<file path="config.mk">
export PLATFORM = sky130hd
export DESIGN_NAME = rom_loader
export DESIGN_NICKNAME = d
export VERILOG_FILES = /design/src/rtl/rom_loader.sv
export SDC_FILE = /design/constraint.sdc
export NUM_CORES = 1
export LEC_CHECK = 0
export CAP_MARGIN = 20
export CORE_UTILIZATION = 57
export DETAILED_ROUTE_END_ITERATION = 7
export GPL_ROUTABILITY_DRIVEN = 0
export HOLD_SLACK_MARGIN = 0.03
export PLACE_DENSITY = 0.82
export REMOVE_ABC_BUFFERS = 1
export SYNTH_ARGS = -nofsm -noshare
export SYNTH_HDL_FRONTEND = slang
export SYNTH_SLANG_ARGS = --single-unit
</file>
<file path="constraint.sdc">
create_clock -name clk -period 3.1 [get_ports clk]
set_clock_uncertainty 0.1 [all_clocks]
set_input_delay 0.62 -clock clk [delete_from_list [all_inputs] [get_ports clk]]
set_output_delay 0.62 -clock clk [all_outputs]
set_load 0.01 [all_outputs]
</file>
<file path="src/rtl/rom_loader.sv">
// rom_loader: byte-stream ROM loader (count, words); ROM_LOADER_CHECKSUM_EN adds a trailing checksum check
module rom_loader #(
  parameter logic [15:0] BASE_ADDR = 16'h0000,
  parameter int          MAX_WORDS = 65535
) (
  input  logic        clk,
  input  logic        reset,
  input  logic        start,
  input  logic [7:0]  byte_in,
  input  logic        byte_valid,
  output logic        byte_ready,
  output logic [15:0] rom_in,
  output logic        rom_load,
  output logic [15:0] rom_address,
  output logic        busy,
  output logic        done,
  output logic        error
);
  typedef enum logic [3:0] {
    IDLE, LEN_HI, LEN_LO, DATA_HI, DATA_LO, WRITE, DONE
`ifdef ROM_LOADER_CHECKSUM_EN
    , CHK_HI, CHK_LO
`endif
  } state_t;
  state_t state, nxt;
  logic [15:0] count, word, addr, len;
  logic err, acc, over;
`ifdef ROM_LOADER_CHECKSUM_EN
  localparam state_t tail = CHK_HI;
  logic [15:0] sum;
  assign byte_ready = state inside {LEN_HI, LEN_LO, DATA_HI, DATA_LO, CHK_HI, CHK_LO};
`else
  localparam state_t tail = DONE;
  assign byte_ready = state inside {LEN_HI, LEN_LO, DATA_HI, DATA_LO};
`endif
  assign acc = byte_valid & byte_ready;
  assign len = {count[15:8], byte_in};
  assign over = 32'(len) > MAX_WORDS;
  assign rom_in = word;
  assign rom_address = addr;
  assign rom_load = state == WRITE;
  assign busy = !(state inside {IDLE, DONE});
  assign done = state == DONE;
  assign error = err;
  always_comb begin
    nxt = state;
    case (state)
      IDLE, DONE: nxt = start ? LEN_HI : state;
      LEN_HI:     nxt = acc ? LEN_LO : state;
      LEN_LO:     nxt = !acc ? state : over ? DONE : len == 16'd0 ? tail : DATA_HI;
      DATA_HI:    nxt = acc ? DATA_LO : state;
      DATA_LO:    nxt = acc ? WRITE : state;
      WRITE:      nxt = count == 16'd1 ? tail : DATA_HI;
`ifdef ROM_LOADER_CHECKSUM_EN
      CHK_HI:     nxt = acc ? CHK_LO : state;
      CHK_LO:     nxt = acc ? DONE : state;
`endif
      default:    nxt = IDLE;
    endcase
  end
  always_ff @(posedge clk) begin
    if (reset) begin
      state <= IDLE;
      count <= '0;
      word  <= '0;
      addr  <= BASE_ADDR;
      err   <= 1'b0;
`ifdef ROM_LOADER_CHECKSUM_EN
      sum   <= '0;
`endif
    end else begin
      state <= nxt;
      if (state inside {IDLE, DONE} && start) begin
        addr <= BASE_ADDR;
        err  <= 1'b0;
`ifdef ROM_LOADER_CHECKSUM_EN
        sum  <= '0;
`endif
      end
      if (acc && state == LEN_HI) count[15:8] <= byte_in;
      if (acc && state == LEN_LO) begin
        count <= len;
        err   <= over;
      end
      if (acc && state == DATA_HI) word[15:8] <= byte_in;
      if (acc && state == DATA_LO) word[7:0] <= byte_in;
      if (state == WRITE) begin
        addr  <= addr + 16'd1;
        count <= count - 16'd1;
`ifdef ROM_LOADER_CHECKSUM_EN
        sum   <= sum + word;
`endif
      end
`ifdef ROM_LOADER_CHECKSUM_EN
      if (acc && state == CHK_HI) count[15:8] <= byte_in;
      if (acc && state == CHK_LO) err <= len != sum;
`endif
    end
  end
endmodule

</file>
==> metrics.txt, run 1 <==
# TYPE chip_impl_metric gauge
chip_impl_metric{name="nNetsFinal",unit=""} 415
chip_impl_metric{name="grt_pass1_wl",unit="mm"} 12.2
chip_impl_metric{name="postRouteWirelength",unit="mm"} 7.30
chip_impl_metric{name="slew_violations",unit=""} 0
chip_impl_metric{name="power-per-cell-area",unit="mW/mm²"} 381
chip_impl_info{name="crit_path_top_delay_cell",value="sky130_fd_sc_hd__dfxtp_1"} 1
chip_impl_info{name="critPathKind",value="reg2out"} 1
chip_impl_info{name="crit_path_cell_trace",value="nand3b_1 -> clkinv_1 -> clkdlybuf4s50_1"} 1
chip_impl_metric{name="avgSynthCellArea",unit="µm²"} 7.62
chip_impl_metric{name="routed-wl-met3",unit="µm"} 379
chip_impl_metric{name="power.ir.vdd_worst",unit="mV"} 0.280
chip_impl_metric{name="clk-insertion-delay-late",unit="ns"} 0.31
chip_impl_info{name="violations",value="design-rule violations"} 1
chip_impl_metric{name="finalSetupViolCount",unit=""} 0
chip_impl_metric{name="clockBufferDepth",unit=""} 2
chip_impl_metric{name="timing.final.crit_share",unit="%"} 83.6
chip_impl_metric{name="drt_first_pass_iters",unit=""} 7
chip_impl_metric{name="i_o_pin_cnt",unit=""} 49
chip_impl_metric{name="routedWlPerCell",unit="µm"} 16.1
chip_impl_info{name="hold_class",value="reg2reg"} 1
chip_impl_metric{name="post_route_cells_drive_above_1_share",unit="%"} 6.73
chip_impl_metric{name="synth-seq-cells",unit=""} 51
chip_impl_metric{name="synthCells",unit=""} 359
chip_impl_metric{name="h-tree-depth",unit=""} 2
chip_impl_info{name="root_buffer_cell",value="sky130_fd_sc_hd__clkbuf_8"} 1
chip_impl_metric{name="tightest_slew",unit="ns"} 0.749
chip_impl_metric{name="layout.filler_cells",unit=""} 373
chip_impl_metric{name="drc_violations",unit=""} 3
chip_impl_metric{name="antenna_found_initial",unit=""} 0
chip_impl_metric{name="count_of_cells_resized_by_post_cts_repair",unit=""} 0
chip_impl_metric{name="critPathArrivalTime",unit="ns"} 1.87
chip_impl_metric{name="finalWorstPathRequiredPeriod",unit="ns"} 2.59
chip_impl_metric{name="fmax",unit="MHz"} 386
chip_impl_metric{name="maxCapViolCount",unit=""} 0
chip_impl_metric{name="hold_viol_final",unit=""} 0
chip_impl_metric{name="power.total",unit="mW"} 1.28
chip_impl_metric{name="syn_area",unit="mm²"} 0.00273
chip_impl_info{name="path_delay_family",value="buffers and inverters"} 1
chip_impl_metric{name="slew_headroom",unit="%"} 49.9
chip_impl_metric{name="cts.hold.buffers_added",unit=""} 0
chip_impl_metric{name="dpl.hpwl",unit="mm"} 5.05
chip_impl_info{name="endpoint_kind",value="output port"} 1
chip_impl_metric{name="synth_enable_flop_cells",unit=""} 0
chip_impl_metric{name="wl_met2",unit="mm"} 3.61
chip_impl_metric{name="post_cts_repair_setup_buffers",unit=""} 0
chip_impl_metric{name="tns",unit="ns"} 0
chip_impl_metric{name="initial_utilization",unit="%"} 61.1
chip_impl_info{name="status",value="complete, but fails checks"} 1
chip_impl_metric{name="synth-warning-count",unit=""} 0
chip_impl_metric{name="cp_data_required_time",unit="ns"} 2.38
chip_impl_metric{name="grt_overflow_total",unit=""} 0
chip_impl_metric{name="drt_first_iter_violations",unit=""} 201
chip_impl_metric{name="synthDistinctLibCells",unit=""} 55
chip_impl_metric{name="post_dp_cell_area",unit="mm²"} 0.00327
chip_impl_info{name="tritoncts",value="built"} 1
chip_impl_metric{name="antenna_cells",unit=""} 0
chip_impl_info{name="synth_flop_cell",value="sky130_fd_sc_hd__dfxtp_1"} 1
chip_impl_metric{name="floorplan.rows",unit=""} 24
chip_impl_info{name="setup.worst_path.start_class",value="flop"} 1
chip_impl_metric{name="post_synthesis_to_final_layout_area_growth",unit="%"} 22.7
chip_impl_metric{name="critPathMaxStageDelay",unit="ns"} 0.60
chip_impl_metric{name="total_leakage_power",unit="nW"} 1.15
chip_impl_metric{name="critical_path_buf_inv_count",unit=""} 2
chip_impl_metric{name="grt_pass1_vias",unit=""} 2559
chip_impl_metric{name="timing.critical_path.fanout_max",unit=""} 12
chip_impl_metric{name="synth-seq-area-share",unit="%"} 37.3
chip_impl_metric{name="floorplan.die.height",unit="µm"} 71.3
chip_impl_metric{name="dr_total_vias",unit=""} 2803
chip_impl_metric{name="detail_route.vias_per_cell",unit=""} 6.19
chip_impl_metric{name="grtUsageTotal",unit="%"} 30.5
chip_impl_info{name="rsz0062_at_grt",value="no"} 1
chip_impl_metric{name="antenna_violating_nets_post_route",unit=""} 0
chip_impl_metric{name="route.layer.met1.wl",unit="mm"} 3.21
chip_impl_metric{name="port_buffers",unit=""} 47
chip_impl_metric{name="clock-sinks",unit=""} 51
chip_impl_metric{name="synth_async_sr_flop_share",unit="%"} 0
chip_impl_metric{name="finalInstanceArea",unit="mm²"} 0.00336
chip_impl_metric{name="clock_transition_at_path_regs",unit="ns"} 0.10
chip_impl_metric{name="grt_start_max_net_pins",unit=""} 44
chip_impl_metric{name="tritoncts.num_buffers",unit=""} 5
chip_impl_metric{name="die_area",unit="mm²"} 0.00508
chip_impl_info{name="highest-signal-layer",value="met4"} 1
chip_impl_metric{name="fp.coreArea",unit="mm²"} 0.00447
chip_impl_metric{name="die_w",unit="µm"} 71.3
[power breakdown]
group	leakage [nW]	switching [mW]	internal, mW
Sequential	0.412	0.0164	0.668
Combinational	0.700	0.116	0.0845
Clock	0.0402	0.237	0.158
[through the flow]
stage | std cells | setup slack [ns] | hold slack [ns] | util [%]
2_1_floorplan | 335 | 0.478 | 0.364 | -
3_3_place_gp | 445 | 0.481 | 0.343 | 73.0
3_5_place_dp | 445 | 0.455 | 0.350 | 73.0
4_1_cts | 453 | 0.530 | 0.364 | 75.0
5_1_grt | 453 | 0.430 | 0.389 | 75.0
6_report | 453 | 0.509 | 0.360 | 75.0
[tightest hold or removal path, stage by stage, from the launching register on]
cell and delay (ns):
sky130_fd_sc_hd__dfxtp_1 0.32, sky130_fd_sc_hd__nand2_1 0.05, sky130_fd_sc_hd__a21oi_1 0.05
[layout by cell type, fill, tap and decap left out, drive strengths merged, types with 4 or more instances in the layout]
| cell type | netlist | routed |
|---|---|---|
| nand2b | 4 | 4 |
| and2 | 5 | 5 |
| mux2i | 5 | 5 |
| a32oi | 5 | 5 |
| o211ai | 7 | 7 |
| nand2 | 53 | 53 |
| inv | 9 | 9 |
| nor2 | 28 | 28 |
| nor3 | 6 | 6 |
| nor4 | 6 | 6 |
| a31oi | 14 | 14 |
| nand4 | 9 | 9 |
| nand3 | 22 | 22 |
| clkdlybuf4s50 | 0 | 47 |
| and3 | 4 | 4 |
| a21oi | 33 | 33 |
| o21ai | 11 | 11 |
| or2 | 5 | 5 |
| dfxtp | 51 | 51 |
| clkbuf | 19 | 5 |
| buf | 5 | 11 |
| or4 | 8 | 8 |
[cells by family (layout without fill, tap and decap cells)]
family	after synthesis	after routing	synth area share, %
xor gates and xnor gates	6	6	1.92
AOI/OAI and AO/OA	91	91	20.9
adders and majority gates	3	3	1.37
muxes	5	5	1.83
DFF	51	51	37.3
and+or+nand+nor	168	168	31.5
other	1	1	0.137
buffers and inverters	34	76	4.94
[worst paths after layout]
check	slack, ns	depth (start not counted)	endpoint	start
setup / recovery	0.51	3	rom_load	state[2]
hold / removal	0.36	2	rom_in[1]	rom_in[1]
setup reg to reg	0.72	6	count[7]	state[1]
hold reg to reg	0.36	2	rom_in[1]	rom_in[1]
[area by class of cell]
cell class	count	area [µm²]	area share [%]
inverters	10	37.5	1.12
repair buffers	58	566	16.9
flip-flops and latches	51	1020	30.4
clock inverters	3	20.0	0.597
multi-input cells	274	1580	47.0
clock buffers	5	68.8	2.05
well taps	52	65.1	1.94
[routing by layer]
layer,vias to the layer above,global-route usage [%]
li1,1388,-
met1,1318,40.0
met2,88,51.4
met3,9,5.34
met4,0,8.89
met5,-,0
[sequential cells by signal, summed over array words and instances (netlist names)]
register and flops:
state 3, count 16, rom_address 16, rom_in 16
[Yosys cell counts, drive strengths merged, types with 3 or more instances]
library cell / instances / area share (%)
nand2: 53 / 7.3
and2: 5 / 1.1
mux2i: 5 / 1.8
or2: 5 / 1.1
nor3: 6 / 1.1
xor2: 3 / 0.96
and4: 3 / 0.96
a21boi: 3 / 0.82
and3: 4 / 0.92
nand3b: 3 / 0.82
nor4: 6 / 1.4
ha: 3 / 1.4
dfxtp: 51 / 37
clkbuf: 19 / 2.6
inv: 9 / 1.2
nand2b: 4 / 0.92
buf: 5 / 0.96
a32oi: 5 / 1.6
a211oi: 3 / 0.82
o211ai: 7 / 1.9
a21oi: 33 / 6.0
or4: 8 / 2.3
xnor2: 3 / 0.96
a31oi: 14 / 3.2
o21ai: 11 / 2.0
nand4: 9 / 2.1
nand3: 22 / 4.0
nor2: 28 / 3.8
(Power assumes the default switching activity.)
==> inputs of run 2 (changes only) <==
CORE_UTILIZATION = 47   (was 57)
PLACE_DENSITY = 0.71   (was 0.82)
clock period = 2.2 ns   (was 3.1 ns; I/O delays follow)
==> run 2 against run 1 <==
Net effect:
- cell count is 9.7% higher
- global-route usage decreased by 4.1 points
- the run now ends clean
- die area increased by 21%
==> metrics.txt, run 2 (synthesis results as in run 1) <==
# TYPE chip_impl_metric gauge
chip_impl_metric{name="tritoncts.num_buffers",unit=""} 5
chip_impl_metric{name="total_leakage_power",unit="nW"} 1.27
chip_impl_info{name="hold_class",value="reg2reg"} 1
chip_impl_metric{name="clk-insertion-delay-late",unit="ns"} 0.31
chip_impl_metric{name="clockBufferDepth",unit=""} 2
chip_impl_metric{name="min_path_cells",unit=""} 2
chip_impl_metric{name="finalSetupViolCount",unit=""} 0
chip_impl_metric{name="grt_pass1_wl",unit="mm"} 12.7
chip_impl_info{name="crit_path_cell_trace",value="buf_4 -> nand2_1 -> nor2_1 -> clkdlybuf4s50_1"} 1
chip_impl_info{name="endpoint_kind",value="output port"} 1
chip_impl_metric{name="post_cts_repair_setup_buffers",unit=""} 0
chip_impl_metric{name="slew_violations",unit=""} 0
chip_impl_info{name="regToRegEndpoint",value="count[15]"} 1
chip_impl_metric{name="fin_worst_hold_slack",unit="ns"} 0.359
chip_impl_metric{name="timing.critical_path.fanout_max",unit=""} 14
chip_impl_metric{name="critPathArrivalTime",unit="ns"} 1.61
chip_impl_metric{name="switchingPower",unit="mW"} 0.521
chip_impl_metric{name="die_w",unit="µm"} 78.3
chip_impl_metric{name="grt_start_max_net_pins",unit=""} 28
chip_impl_metric{name="maxCapViolCount",unit=""} 0
chip_impl_metric{name="clock_transition_at_path_regs",unit="ns"} 0.10
chip_impl_metric{name="grt_overflow_total",unit=""} 0
chip_impl_metric{name="p_int",unit="mW"} 1.31
chip_impl_metric{name="port_buffers",unit=""} 47
chip_impl_metric{name="antenna_violating_nets_post_route",unit=""} 0
chip_impl_metric{name="finalInstanceArea",unit="mm²"} 0.00357
chip_impl_metric{name="timing.final.crit_share",unit="%"} 97.7
chip_impl_metric{name="power-per-cell-area",unit="mW/mm²"} 514
chip_impl_metric{name="grt_pass1_vias",unit=""} 2617
chip_impl_metric{name="fp.coreArea",unit="mm²"} 0.00554
chip_impl_metric{name="die_area",unit="mm²"} 0.00613
chip_impl_metric{name="drc_violations",unit=""} 0
chip_impl_info{name="most-common-layout-cells",value="53 x sky130_fd_sc_hd__nand2_1, 50 x sky130_fd_sc_hd__dfxtp_1, 46 x sky130_fd_sc_hd__clkdlybuf4s50_1"} 1
chip_impl_metric{name="power.ir.vdd_worst",unit="mV"} 0.321
chip_impl_metric{name="slew_headroom",unit="%"} 65.7
chip_impl_metric{name="hold_viol_final",unit=""} 0
chip_impl_metric{name="post_placement_worst_setup_slack",unit="ns"} -0.0633
chip_impl_metric{name="tightest_slew",unit="ns"} 0.507
chip_impl_metric{name="dpl.hpwl",unit="mm"} 5.57
chip_impl_metric{name="cp_data_required_time",unit="ns"} 1.66
chip_impl_metric{name="detail_route.vias_per_cell",unit=""} 5.91
chip_impl_info{name="status",value="complete, no violations"} 1
chip_impl_metric{name="h-tree-depth",unit=""} 2
chip_impl_info{name="critPathKind",value="reg2out"} 1
chip_impl_metric{name="grtUsageTotal",unit="%"} 26.4
chip_impl_metric{name="sw_frac_of_total",unit="%"} 28.4
chip_impl_metric{name="nNetsFinal",unit=""} 439
chip_impl_info{name="root_buffer_cell",value="sky130_fd_sc_hd__clkbuf_8"} 1
chip_impl_metric{name="clock-sinks",unit=""} 51
chip_impl_metric{name="routedWlPerCell",unit="µm"} 15.5
chip_impl_metric{name="fmax",unit="MHz"} 465
chip_impl_metric{name="antenna_cells",unit=""} 0
chip_impl_metric{name="power_frac_clock",unit="%"} 30.0
chip_impl_metric{name="cts.hold.buffers_added",unit=""} 0
chip_impl_metric{name="i_o_pin_cnt",unit=""} 49
chip_impl_metric{name="power.share.sequential",unit="%"} 52.4
chip_impl_metric{name="critPathMaxStageDelay",unit="ns"} 0.54
chip_impl_metric{name="dr_total_vias",unit=""} 2937
chip_impl_metric{name="floorplan.die.height",unit="µm"} 78.3
chip_impl_info{name="most_common_cell_after_layout_fill_and_taps_aside",value="sky130_fd_sc_hd__nand2_1"} 1
chip_impl_info{name="min-delay-start",value="rom_in[13]"} 1
chip_impl_metric{name="post_route_cells_drive_above_1_share",unit="%"} 12.2
chip_impl_metric{name="post_dp_cell_area",unit="mm²"} 0.00347
chip_impl_metric{name="r2r_worst_path_depth",unit=""} 4
chip_impl_metric{name="floorplan.rows",unit=""} 27
chip_impl_info{name="crit_path_top_delay_cell",value="sky130_fd_sc_hd__clkdlybuf4s50_1"} 1
chip_impl_metric{name="drt_first_pass_iters",unit=""} 4
chip_impl_info{name="rsz0062_at_grt",value="no"} 1
chip_impl_metric{name="r2r_setup_slack",unit="ns"} 0.14
chip_impl_metric{name="drt_first_iter_violations",unit=""} 158
chip_impl_info{name="r2r-start",value="count[10]"} 1
chip_impl_info{name="tritoncts",value="built"} 1
chip_impl_metric{name="postRouteWirelength",unit="mm"} 7.69
chip_impl_metric{name="power.combinational.fraction",unit="%"} 17.6
chip_impl_metric{name="tns",unit="ns"} 0
chip_impl_metric{name="finalWorstPathRequiredPeriod",unit="ns"} 2.15
chip_impl_metric{name="fin_ws",unit="ns"} 0.0509
chip_impl_metric{name="initial_utilization",unit="%"} 49.3
chip_impl_metric{name="final_util",unit="%"} 64.4
chip_impl_info{name="whs_endpoint",value="rom_in[13]"} 1
chip_impl_info{name="setup.worst_path.start_class",value="flop"} 1
chip_impl_metric{name="antenna_found_initial",unit=""} 0
chip_impl_metric{name="post_synthesis_to_final_layout_area_growth",unit="%"} 30.5
[run 2: area by class of cell]
type,instances,area [µm²]
timing repair buffer,82,752
multi-input combinational,274,1580
inverter,10,37.5
sequential,51,1020
clock inverter,2,12.5
fill,498,1970
clock buffer,6,72.6
tap,72,90.1
[run 2: what timing repair did]
item,CTS,global route
setup endpoints to repair,3,2
cloned,0,0
pin swaps,0,0
resized for setup,3,2
[run 2: critical path: cells and delay by family, from the launching register on]
| family | cells | cell delay [ns] |
|---|---|---|
| DFF | 1 | 0.35 |
| buffers and inverters | 2 | 0.75 |
| and+or+nand+nor | 2 | 0.19 |
[run 2: metal layers]
layer  track usage (%)  part of all wire, %  vias to the layer above
li1                  -                    -                     1438
met1              33.0                   44                     1402
met2              46.0                   49                       87
met3              4.19                  4.7                       10
met4              8.70                  1.6                        0
met5                 0                    0                        -
[run 2: stage by stage]
stage	cells	total power [mW]
floorplan	335	1.14
global placement	489	1.30
detailed placement	489	1.30
CTS	497	1.84
global route	497	1.91
finish	497	1.83
[run 2: worst max-delay path by stage]
stage | depth (start not counted) | start | endpoint
final | 4 | state[1] | done
after global routing | 4 | state[1] | done
after CTS | 4 | state[2] | done
after detailed placement | 5 | start | rom_address[8]
after global placement | 5 | start | rom_address[8]
after floorplan | 5 | state[1] | count[8]
[run 2: power groups by stage]
| stage | combinational (mW) | clock (mW) | sequential, mW |
|---|---|---|---|
| final | 0.323 | 0.549 | 0.960 |
| after global routing | 0.349 | 0.596 | 0.964 |
| after CTS | 0.319 | 0.558 | 0.960 |
| after detailed placement | 0.319 | 0 | 0.981 |
| after global placement | 0.316 | 0 | 0.980 |
| after floorplan | 0.154 | 0 | 0.988 |
==> inputs of run 3 (changes only) <==
CORE_UTILIZATION = 49   (was 47)
CTS_BUF_LIST = sky130_fd_sc_hd__clkbuf_8   (was default)
PLACE_DENSITY = 0.74   (was 0.71)
==> run 3 against run 2 <==
Net effect:
- core utilization up 4.3 points
- via count up 0.20%
- non-clock buffer count unchanged
- first-iteration DRC count up 6.3%
- clock power up 24%
- sequential power up 0.5%
- cell count down 0.40%
- worst hold slack better by 0.0034 ns
- routed wire length down 0.88%
- global-route usage up 0.40 points
- critical path type unchanged
- critical endpoint is now byte_ready
- largest power group unchanged
- highest routed layer unchanged
==> metrics.txt, run 3 (synthesis results as in run 1) <==
# TYPE chip_impl_metric gauge
chip_impl_metric{name="post_placement_worst_setup_slack",unit="ns"} -0.0726
chip_impl_metric{name="floorplan.rows",unit=""} 26
chip_impl_metric{name="power-per-cell-area",unit="mW/mm²"} 548
chip_impl_metric{name="post_cts_repair_setup_buffers",unit=""} 0
chip_impl_metric{name="maxCapViolCount",unit=""} 0
chip_impl_metric{name="finalInstanceArea",unit="mm²"} 0.00360
chip_impl_metric{name="post_dp_cell_area",unit="mm²"} 0.00347
chip_impl_metric{name="finalSetupViolCount",unit=""} 0
chip_impl_metric{name="total_leakage_power",unit="nW"} 1.30
chip_impl_metric{name="power.total",unit="mW"} 1.97
chip_impl_metric{name="hold_viol_final",unit=""} 0
chip_impl_info{name="whs_endpoint",value="rom_in[7]"} 1
chip_impl_metric{name="clk-insertion-delay-late",unit="ns"} 0.30
chip_impl_metric{name="dpl.hpwl",unit="mm"} 5.59
chip_impl_metric{name="clockBufferDepth",unit=""} 2
chip_impl_metric{name="power.ir.vdd_worst",unit="mV"} 0.390
chip_impl_metric{name="timing.final.crit_share",unit="%"} 96.2
chip_impl_metric{name="fp.coreArea",unit="mm²"} 0.00524
chip_impl_metric{name="fmax",unit="MHz"} 473
chip_impl_metric{name="antenna_cells",unit=""} 0
chip_impl_metric{name="drc_violations",unit=""} 0
chip_impl_metric{name="port_buffers",unit=""} 47
chip_impl_info{name="tritoncts",value="built"} 1
chip_impl_metric{name="grt_pass1_wl",unit="mm"} 12.8
chip_impl_metric{name="cts.hold.buffers_added",unit=""} 0
chip_impl_metric{name="die_area",unit="mm²"} 0.00588
chip_impl_info{name="endpoint_kind",value="output port"} 1
chip_impl_metric{name="grt_start_max_net_pins",unit=""} 44
chip_impl_metric{name="count_of_cells_resized_by_post_cts_repair",unit=""} 2
chip_impl_metric{name="antenna_violating_nets_post_route",unit=""} 0
chip_impl_metric{name="r2r_setup_slack",unit="ns"} 0.19
chip_impl_metric{name="min_path_cells",unit=""} 2
chip_impl_info{name="most-common-layout-cells",value="53 x sky130_fd_sc_hd__nand2_1, 48 x sky130_fd_sc_hd__dfxtp_1, 47 x sky130_fd_sc_hd__clkdlybuf4s50_1"} 1
chip_impl_metric{name="floorplan.die.height",unit="µm"} 76.7
chip_impl_metric{name="tritoncts.num_buffers",unit=""} 5
chip_impl_metric{name="initial_utilization",unit="%"} 52.2
chip_impl_metric{name="postRouteWirelength",unit="mm"} 7.62
chip_impl_metric{name="i_o_pin_cnt",unit=""} 49
chip_impl_info{name="status",value="complete, no violations"} 1
chip_impl_info{name="regToRegEndpoint",value="state[2]"} 1
chip_impl_metric{name="antenna_found_initial",unit=""} 0
chip_impl_metric{name="drt_first_iter_violations",unit=""} 168
chip_impl_metric{name="grtUsageTotal",unit="%"} 26.8
chip_impl_metric{name="post_route_cells_drive_above_1_share",unit="%"} 12.9
chip_impl_metric{name="tns",unit="ns"} 0
chip_impl_metric{name="finalWorstPathRequiredPeriod",unit="ns"} 2.12
chip_impl_metric{name="grt_pass1_vias",unit=""} 2711
chip_impl_metric{name="clock-sinks",unit=""} 51
chip_impl_metric{name="h-tree-depth",unit=""} 2
chip_impl_metric{name="dr_total_vias",unit=""} 2943
chip_impl_info{name="root_buffer_cell",value="sky130_fd_sc_hd__clkbuf_8"} 1
chip_impl_metric{name="slew_violations",unit=""} 0
chip_impl_info{name="min-delay-start",value="rom_in[7]"} 1
chip_impl_metric{name="nNetsFinal",unit=""} 439
chip_impl_metric{name="cp_data_required_time",unit="ns"} 1.66
chip_impl_metric{name="detail_route.vias_per_cell",unit=""} 5.95
chip_impl_metric{name="r2r_worst_path_depth",unit=""} 4
chip_impl_info{name="r2r-start",value="count[9]"} 1
chip_impl_info{name="hold_class",value="reg2reg"} 1
chip_impl_info{name="rsz0062_at_grt",value="yes"} 1
chip_impl_metric{name="drt_first_pass_iters",unit=""} 5
chip_impl_metric{name="post_synthesis_to_final_layout_area_growth",unit="%"} 31.6
chip_impl_metric{name="grt_overflow_total",unit=""} 0
chip_impl_info{name="setup.worst_path.start_class",value="flop"} 1
chip_impl_metric{name="fin_worst_hold_slack",unit="ns"} 0.363
chip_impl_metric{name="die_w",unit="µm"} 76.7
chip_impl_metric{name="clock_transition_at_path_regs",unit="ns"} 0.09
chip_impl_metric{name="critPathArrivalTime",unit="ns"} 1.58
chip_impl_info{name="critPathKind",value="reg2out"} 1
chip_impl_metric{name="timing.critical_path.fanout_max",unit=""} 8
chip_impl_metric{name="fin_ws",unit="ns"} 0.0843
chip_impl_metric{name="routedWlPerCell",unit="µm"} 15.4
chip_impl_info{name="most_common_cell_after_layout_fill_and_taps_aside",value="sky130_fd_sc_hd__nand2_1"} 1
==> run 3: cell count changes in the layout (fill, tap and decap cells not counted), sizes merged <==
cell / before / now
clkinvlp: 1 / 0
bufinv: 0 / 1
dlygate4sd2: 1 / 0
clkdlybuf4s50: 46 / 47
==> run 3: worst max-delay path, stage by stage, from the launching register on <==
cell and delay (ns):
sky130_fd_sc_hd__dfxtp_2 0.42, sky130_fd_sc_hd__buf_4 0.16, sky130_fd_sc_hd__xnor2_1 0.11, sky130_fd_sc_hd__clkdlybuf4s50_1 0.58
==> run 3: worst max-delay path by stage <==
stage	startpoint	slack (ns)	cells past startpoint	to
finish	state[2]	0.08	3	byte_ready
detailed placement	start	-0.07	5	rom_address[8]
CTS	state[0]	0.05	3	byte_ready
global route	state[1]	-0.004	4	busy
global placement	start	-0.05	5	rom_address[8]
floorplan	state[1]	-0.42	5	count[8]
==> run 3: cell type report <==
| class | instances | area, µm² |
|---|---|---|
| fill | 469 | 1640 |
| sequential | 51 | 1020 |
| clock buffer | 6 | 82.6 |
| tap | 70 | 87.6 |
| timing repair buffer | 82 | 746 |
| clock inverter | 2 | 35.0 |
| inverter | 10 | 37.5 |
| multi-input combinational | 274 | 1590 |
==> run 3: per-stage QoR <==
| stage | util [%] | cells |
|---|---|---|
| final | 68.7 | 495 |
| after detailed placement | 66.2 | 487 |
| after global routing | 68.7 | 495 |
| after global placement | 66.2 | 487 |
| after floorplan | - | 335 |
| after CTS | 68.6 | 495 |
==> run 3: per-layer routing <==
metal | global-route usage [%] | part of all wire [%] | vias to the layer above
li1 | - | - | 1449
met4 | 6.35 | 0.77 | 0
met1 | 34.5 | 44 | 1387
met5 | 0 | 0 | -
met2 | 46.5 | 49 | 99
met3 | 4.17 | 6.2 | 8
==> run 3: power by group <==
group | switching (mW) | leakage [nW] | internal, mW
clock network | 0.314 | 0.0612 | 0.368
logic | 0.174 | 0.821 | 0.150
registers | 0.0228 | 0.413 | 0.942
